<file path="config.mk">
export PLATFORM = sky130hd
export DESIGN_NAME = mem_ctrl
export DESIGN_NICKNAME = d
export VERILOG_FILES = /design/src/rtl/mem_ctrl_pkg.sv /design/src/rtl/mem_ctrl_load_ext.sv /design/src/rtl/mem_ctrl.sv
export SDC_FILE = /design/constraint.sdc
export NUM_CORES = 1
export LEC_CHECK = 0
export BUFFER_PORTS_ARGS = -buffer_cell sky130_fd_sc_hd__buf_2
export CORE_ASPECT_RATIO = 1.4
export CORE_MARGIN = 2
export CORE_UTILIZATION = 49
export DETAILED_ROUTE_END_ITERATION = 7
export PLACE_DENSITY = 0.74
export SYNTH_ARGS = -nofsm -noshare
export SYNTH_HDL_FRONTEND = slang
export SYNTH_SLANG_ARGS = --single-unit
</file>
<file path="constraint.sdc">
create_clock -name clk -period 3.2 [get_ports clk]
set_input_delay 0.16 -clock clk [delete_from_list [all_inputs] [get_ports clk]]
set_output_delay 0.16 -clock clk [all_outputs]
set_load 0.005 [all_outputs]
</file>
<file path="src/rtl/mem_ctrl_pkg.sv">
// Shared types and constants for mem_ctrl: access-length codes, FSM state encoding, bus widths.
package mem_ctrl_pkg;

  localparam logic [1:0] MEM_LEN_BYTE = 2'b00;
  localparam logic [1:0] MEM_LEN_HALF = 2'b01;
  localparam logic [1:0] MEM_LEN_WORD = 2'b10;

  localparam int MEM_DATA_W = 32;

  typedef enum logic [1:0] {
    ST_IDLE = 2'd0,
    ST_RD   = 2'd1,
    ST_WR   = 2'd2,
    ST_DONE = 2'd3
  } mem_state_e;

  // Index of the last byte of an access; code 11 behaves as a word.
  function automatic logic [2:0] len_last(input logic [1:0] len);
    case (len)
      MEM_LEN_BYTE: len_last = 3'd0;
      MEM_LEN_HALF: len_last = 3'd1;
      default:      len_last = 3'd3;
    endcase
  endfunction

endpackage

</file>
<file path="src/rtl/mem_ctrl_load_ext.sv">
// Combinational load-result extender: byte/half zero- or sign-extended to 32 bits, word passed through.
module mem_load_ext
  import mem_ctrl_pkg::*;
(
  input  logic [31:0] raw_i,
  input  logic [1:0]  len_i,
  input  logic        signed_i,
  output logic [31:0] ext_o
);

  always_comb begin
    ext_o = raw_i;
    case (len_i)
      MEM_LEN_BYTE: ext_o = {{24{signed_i & raw_i[7]}},  raw_i[7:0]};
      MEM_LEN_HALF: ext_o = {{16{signed_i & raw_i[15]}}, raw_i[15:0]};
      default:      ext_o = raw_i;
    endcase
  end

endmodule

</file>
<file path="src/rtl/mem_ctrl.sv">
// Byte-serial memory controller between the MEM stage and an 8-bit synchronous RAM.
// Optional instruction-fetch port enabled by defining MEM_CTRL_IF_PORT_EN.
module mem_ctrl
  import mem_ctrl_pkg::*;
#(
  parameter int ADDR_WIDTH = 32,
  parameter int RAM_RD_LAT = 1
) (
  input  logic                  clk,
  input  logic                  rst_n,
  input  logic                  mem_read,
  input  logic                  mem_write,
  input  logic                  mem_signed,
  input  logic [ADDR_WIDTH-1:0] mem_addr,
  input  logic [1:0]            mem_len,
  input  logic [31:0]           mem_w_data,
  output logic [31:0]           mem_r_data,
  output logic                  mem_done,
  input  logic [7:0]            ram_din,
  output logic [7:0]            ram_dout,
  output logic [ADDR_WIDTH-1:0] ram_a,
  output logic                  ram_wr
`ifdef MEM_CTRL_IF_PORT_EN
  ,
  input  logic                  if_read,
  input  logic [ADDR_WIDTH-1:0] if_addr,
  output logic [31:0]           if_inst,
  output logic                  if_done
`endif
);

  localparam logic [ADDR_WIDTH-1:0] ADDR_ONE = {{(ADDR_WIDTH-1){1'b0}}, 1'b1};
  localparam logic [2:0]            LAT      = 3'(RAM_RD_LAT);

  mem_state_e            state_q, state_d;
  logic [ADDR_WIDTH-1:0] ram_a_q, ram_a_d;
  logic [7:0]            ram_dout_q, ram_dout_d;
  logic                  ram_wr_q, ram_wr_d;
  logic [31:0]           r_data_q, r_data_d;
  logic [1:0]            len_q, len_d;
  logic                  signed_q, signed_d;
  logic [23:0]           wdata_q, wdata_d;
  logic [2:0]            cnt_q, cnt_d;
  logic [31:0]           rbuf_q, rbuf_d;
  logic [2:0]            rd_idx;
  logic [31:0]           rd_raw;
  logic [31:0]           rd_ext;
  logic                  data_req;
  logic                  is_fetch;

  assign data_req = mem_read | mem_write;

`ifdef MEM_CTRL_IF_PORT_EN
  logic        fetch_q, fetch_d;
  logic [31:0] if_inst_q, if_inst_d;
  assign is_fetch = fetch_q;
  assign if_inst  = if_inst_q;
  assign if_done  = !if_read | (state_q == ST_DONE && fetch_q);
`else
  assign is_fetch = 1'b0;
`endif

  // Completion is reported only to the requester that owns the access.
  assign mem_done   = !data_req | (state_q == ST_DONE && !is_fetch);
  assign mem_r_data = r_data_q;
  assign ram_a      = ram_a_q;
  assign ram_dout   = ram_dout_q;
  assign ram_wr     = ram_wr_q;

  // Read buffer with the byte arriving this cycle merged in, so the last byte needs no extra cycle.
  assign rd_idx = cnt_q - LAT;
  always_comb begin
    rd_raw = rbuf_q;
    rd_raw[{rd_idx[1:0], 3'b000} +: 8] = ram_din;
  end

  mem_load_ext u_ext (
    .raw_i    (rd_raw),
    .len_i    (len_q),
    .signed_i (signed_q),
    .ext_o    (rd_ext)
  );

  always_comb begin
    state_d    = state_q;
    ram_a_d    = ram_a_q;
    ram_dout_d = ram_dout_q;
    ram_wr_d   = 1'b0;
    r_data_d   = r_data_q;
    len_d      = len_q;
    signed_d   = signed_q;
    wdata_d    = wdata_q;
    cnt_d      = cnt_q;
    rbuf_d     = rbuf_q;
`ifdef MEM_CTRL_IF_PORT_EN
    fetch_d    = fetch_q;
    if_inst_d  = if_inst_q;
`endif
    case (state_q)
      ST_IDLE: begin
        if (data_req) begin
          len_d    = mem_len;
          signed_d = mem_signed;
          ram_a_d  = mem_addr;
          cnt_d    = 3'd0;
          rbuf_d   = '0;
`ifdef MEM_CTRL_IF_PORT_EN
          fetch_d  = 1'b0;
`endif
          if (mem_write) begin
            state_d    = ST_WR;
            ram_wr_d   = 1'b1;
            ram_dout_d = mem_w_data[7:0];
            wdata_d    = mem_w_data[31:8];
          end else begin
            state_d = ST_RD;
          end
        end
`ifdef MEM_CTRL_IF_PORT_EN
        else if (if_read) begin
          fetch_d  = 1'b1;
          len_d    = MEM_LEN_WORD;
          signed_d = 1'b0;
          ram_a_d  = if_addr;
          cnt_d    = 3'd0;
          rbuf_d   = '0;
          state_d  = ST_RD;
        end
`endif
      end
      ST_WR: begin
        if (cnt_q == len_last(len_q)) begin
          state_d = ST_DONE;
        end else begin
          ram_wr_d   = 1'b1;
          ram_a_d    = ram_a_q + ADDR_ONE;
          ram_dout_d = wdata_q[7:0];
          wdata_d    = {8'h00, wdata_q[23:8]};
          cnt_d      = cnt_q + 3'd1;
        end
      end
      ST_RD: begin
        // cnt_q counts RD cycles: address cnt_q goes out, byte cnt_q-LAT comes back.
        if (cnt_q >= LAT) rbuf_d = rd_raw;
        if (cnt_q < len_last(len_q)) ram_a_d = ram_a_q + ADDR_ONE;
        if (cnt_q == len_last(len_q) + LAT) begin
          state_d = ST_DONE;
`ifdef MEM_CTRL_IF_PORT_EN
          if (fetch_q) if_inst_d = rd_raw;
          else         r_data_d  = rd_ext;
`else
          r_data_d = rd_ext;
`endif
        end else begin
          cnt_d = cnt_q + 3'd1;
        end
      end
      ST_DONE: state_d = ST_IDLE;
      default: state_d = ST_IDLE;
    endcase
  end

  always_ff @(posedge clk or negedge rst_n) begin
    if (!rst_n) begin
      state_q    <= ST_IDLE;
      ram_a_q    <= '0;
      ram_dout_q <= '0;
      ram_wr_q   <= 1'b0;
      r_data_q   <= '0;
      len_q      <= '0;
      signed_q   <= 1'b0;
      wdata_q    <= '0;
      cnt_q      <= '0;
      rbuf_q     <= '0;
`ifdef MEM_CTRL_IF_PORT_EN
      fetch_q    <= 1'b0;
      if_inst_q  <= '0;
`endif
    end else begin
      state_q    <= state_d;
      ram_a_q    <= ram_a_d;
      ram_dout_q <= ram_dout_d;
      ram_wr_q   <= ram_wr_d;
      r_data_q   <= r_data_d;
      len_q      <= len_d;
      signed_q   <= signed_d;
      wdata_q    <= wdata_d;
      cnt_q      <= cnt_d;
      rbuf_q     <= rbuf_d;
`ifdef MEM_CTRL_IF_PORT_EN
      fetch_q    <= fetch_d;
      if_inst_q  <= if_inst_d;
`endif
    end
  end

  // Simultaneous load and store is a MEM-stage bug; the store wins.
  a_rw_excl: assert property (@(posedge clk) disable iff (!rst_n) !(mem_read && mem_write));

endmodule

</file>
==> impl_metrics.tcl <==
set metrics [dict create \
    critical_path_class "reg2reg" \
    portBuffers 152 \
    cp_cell_sequence "nor2_1, clkinv_1, ha_1, and4b_1, or3_1, nor2_4, buf_4, a41o_1, a21oi_1" \
    synth_area_mm2 0.00716 \
    stdcell_area_mm2 0.00878 \
    drt_iter0_drc 319 \
    finalHoldViolations 0 \
    num_antenna_cells 0 \
    fmax_mhz 341 \
    drv_cap 0 \
    critical-path-max-stage-delay_ns 0.47 \
    worst_ep_required_time_ns 3.47 \
    grt_pass1_vias 6300 \
    die_w_um 106 \
    dieArea_mm2 0.0156 \
    crit_buf_inv 2 \
    worst_slew_pin_slew_ns 1.20 \
    core-area_mm2 0.0144 \
    grtUsageTotal_pct 24.5 \
    io_pins 153 \
    fin_tns_setup_ns 0 \
    rrSetupSlack_ns 0.27 \
    finalWirelength_um 18500 \
    p_leak_nw 3.86 \
    multi_input_area_mm2 0.00332 \
    cts_root_buf "clkbuf_16" \
    status "complete, no violations" \
    start_util_pct 49.8 \
    powerDensity_mw_per_mm2 1110 \
    antenna_found_initial 0 \
    slew_violations 0 \
    nFillCells 1299 \
    synth_edf_count 0 \
    wire_per_inst_um 16.4 \
    finalWorstSetupSlack_ns 0.268 \
    cts_setup_buffers 0 \
    rsz0062_at_grt "false" \
    synth.avg_cell_area_um2 9.15 \
    peakVddDrop_mv 0.593 \
    hold_depth 3 \
    clkSlewWorstSetupHoldPaths_ns 0.06 \
    preCtsSetupSlack_ns 0.269 \
    drtPass1Iterations 6 \
    crit_arrival_ns 3.20 \
    ff2ff_path_depth 9 \
    htreeDepth 4 \
    dpl_cell_area_mm2 0.00806 \
    crit_family "simple AND/OR/NAND/NOR gates" \
    setup_viol 0 \
    critPathLaunchType "flop" \
    ys.flop_type "dfrtp_1" \
    cts_buffers 17 \
    slowest_stage "or3_1" \
    grt_max_degree 80 \
    ys_seq_area_share_pct 47.9 \
    grt_pass1_wl_um 30800 \
    clock_insertion_delay_worst_skew_ns 0.42 \
    slew_headroom_pct 19.9 \
    row_count 52 \
    reg2reg_from "len_q[0]$_DFFE_PN0P_" \
    final_antenna_net_count 0 \
    hold_start "mem_addr[18]" \
    period_needed_ns 2.93 \
    cts_sinks 137 \
    post-route-period-util_pct 91.6 \
    via_per_inst 5.71 \
    dp_hpwl_um 12800 \
    holdPathEnd "ram_a[18]$_DFFE_PN0P_" \
    r2r-end "ram_a[22]$_DFFE_PN0P_" \
    clockBufferDepth 2 \
    ctsResizeCount 0 \
    end_kind "flop" \
    drc 0 \
    synthArstFlopShare_pct 100 \
    synthToLayoutAreaGrowth_pct 22.7 \
    vias 6451 \
    cts_tree "done" \
    regArea_mm2 0.00343 \
    critPathMaxFanout 35 \
    synth_cell_types 68 \
    gp_congestion 0.829 \
    drive_above_1_share_pct 24.3 \
    synth-seq-cells 137 \
    chipHeight_um 147 \
    layout.nets 1019 \
    synth_fp_nets 873 \
    finalClockSkew_ns 0.0107 \
    grt_overflow 0 \
    hp-class "in2reg" \
    synthCells 782 \
    synth-warning-count 0 \
]
==> cell usage after synthesis, types with 3 or more instances <==
master,n,share of area (%)
and4_1,4,0.49
nand3b_1,9,0.94
a21oi_1,90,6.3
o21ai_0,52,3.6
ha_1,12,2.1
buf_4,3,0.31
o22ai_1,46,4.0
dfrtp_1,137,48
mux2_2,6,0.94
o21a_1,3,0.31
o31ai_1,3,0.31
a31oi_1,7,0.61
o32ai_1,4,0.49
nor3_1,8,0.56
nand4_1,16,1.4
mux2i_1,31,4.3
a41o_1,6,0.84
clkbuf_1,37,1.9
buf_2,11,0.77
and3_1,4,0.35
nand2_1,50,2.6
nor2_1,73,3.8
inv_1,47,2.5
a31o_2,3,0.37
nand2b_1,10,0.87
nor4_1,5,0.44
and2_1,4,0.35
nand3_1,39,2.7
a22o_1,7,0.86
nor2b_1,9,0.79
==> logic make-up after synthesis <==
| group | synth area share [%] |
|---|---|
| multiplexers | 5.28 |
| flip-flops | 47.9 |
| XOR/XNOR | 0.122 |
| adder cells (fa/ha/maj) | 2.10 |
| AO/OA/AOI/OAI | 19.9 |
| AND/OR/NAND/NOR | 18.7 |
| buffers and inverters | 5.96 |
==> placed cells by master, fill, tap and decap left out, types with 16 or more instances in the layout <==
master / synthesis / final
a21oi_1: 90 / 88
buf_2: 11 / 151
buf_4: 3 / 16
clkbuf_16: 0 / 17
dfrtp_1: 137 / 137
inv_1: 47 / 47
mux2i_1: 31 / 31
nand2_1: 50 / 50
nand3_1: 39 / 39
nand4_1: 16 / 16
nor2_1: 73 / 73
o21ai_0: 52 / 52
o22ai_1: 46 / 46
==> worst max-delay path by stage <==
| stage | startpoint | to | cells past startpoint |
|---|---|---|---|
| floorplan | len_q[1]$_DFFE_PN0P_ | ram_a[29]$_DFFE_PN0P_ | 10 |
| global placement | len_q[0]$_DFFE_PN0P_ | ram_a[21]$_DFFE_PN0P_ | 9 |
| detailed placement | len_q[0]$_DFFE_PN0P_ | ram_a[22]$_DFFE_PN0P_ | 9 |
| CTS | len_q[0]$_DFFE_PN0P_ | ram_a[22]$_DFFE_PN0P_ | 9 |
| global route | len_q[0]$_DFFE_PN0P_ | ram_a[22]$_DFFE_PN0P_ | 9 |
| finish | len_q[0]$_DFFE_PN0P_ | ram_a[22]$_DFFE_PN0P_ | 9 |
==> area by class of cell <==
cell class | instances | area share (%)
timing repair buffer | 182 | 11.7
clock buffer | 19 | 5.04
multi-input combinational | 542 | 37.9
sequential | 137 | 39.0
inverter | 48 | 2.05
tap | 189 | 2.69
clock inverter | 13 | 1.62
==> report_power, final <==
part | leakage (nW) | internal (mW) | switching (mW)
clock | 0.272 | 1.17 | 0.771
combinational | 1.92 | 1.84 | 2.76
sequential | 1.67 | 2.52 | 0.651
==> through the flow <==
step / util (%) / cells / hold slack [ns] / total power, mW
after floorplan: - / 782 / -0.136 / 6.37
after global placement: 56.0 / 1084 / 0.249 / 7.65
after detailed placement: 56.0 / 1084 / 0.247 / 7.79
after CTS: 61.1 / 1130 / 0.00227 / 9.78
after global routing: 61.1 / 1130 / 0.00938 / 10.5
final: 61.1 / 1130 / 0.00881 / 9.71
==> worst register-to-register path: stages, from the launching register on <==
cell and delay, ns:
dfrtp_1 0.42, nor2_1 0.19, clkinv_1 0.27, ha_1 0.41
and4b_1 0.25, or3_1 0.47, nor2_4 0.14, buf_4 0.35
a41o_1 0.23, a21oi_1 0.07
==> flip-flops by register name, summed over array words and instances (netlist names) <==
signal	cells
ram_dout	8
cnt_q	3
state_q	2
wdata_q	24
mem_r_data	32
signed_q	1
len_q	2
ram_a	32
rbuf_q	32
ram_wr	1
==> layer usage <==
layer / vias up / routed length [µm] / track usage, %
met5: - / 0 / 0
met4: 0 / 644 / 10.7
met3: 49 / 743 / 4.88
met2: 199 / 9810 / 42.7
met1: 3094 / 7290 / 29.2
li1: 3109 / - / -
==> timing repair <==
| item | in CTS | in global routing |
|---|---|---|
| endpoints found under the hold margin | 89 | 0 |
| hold buffers | 14 | 0 |
| setup endpoints to repair | 0 | 0 |
(Power assumes the default switching activity.)
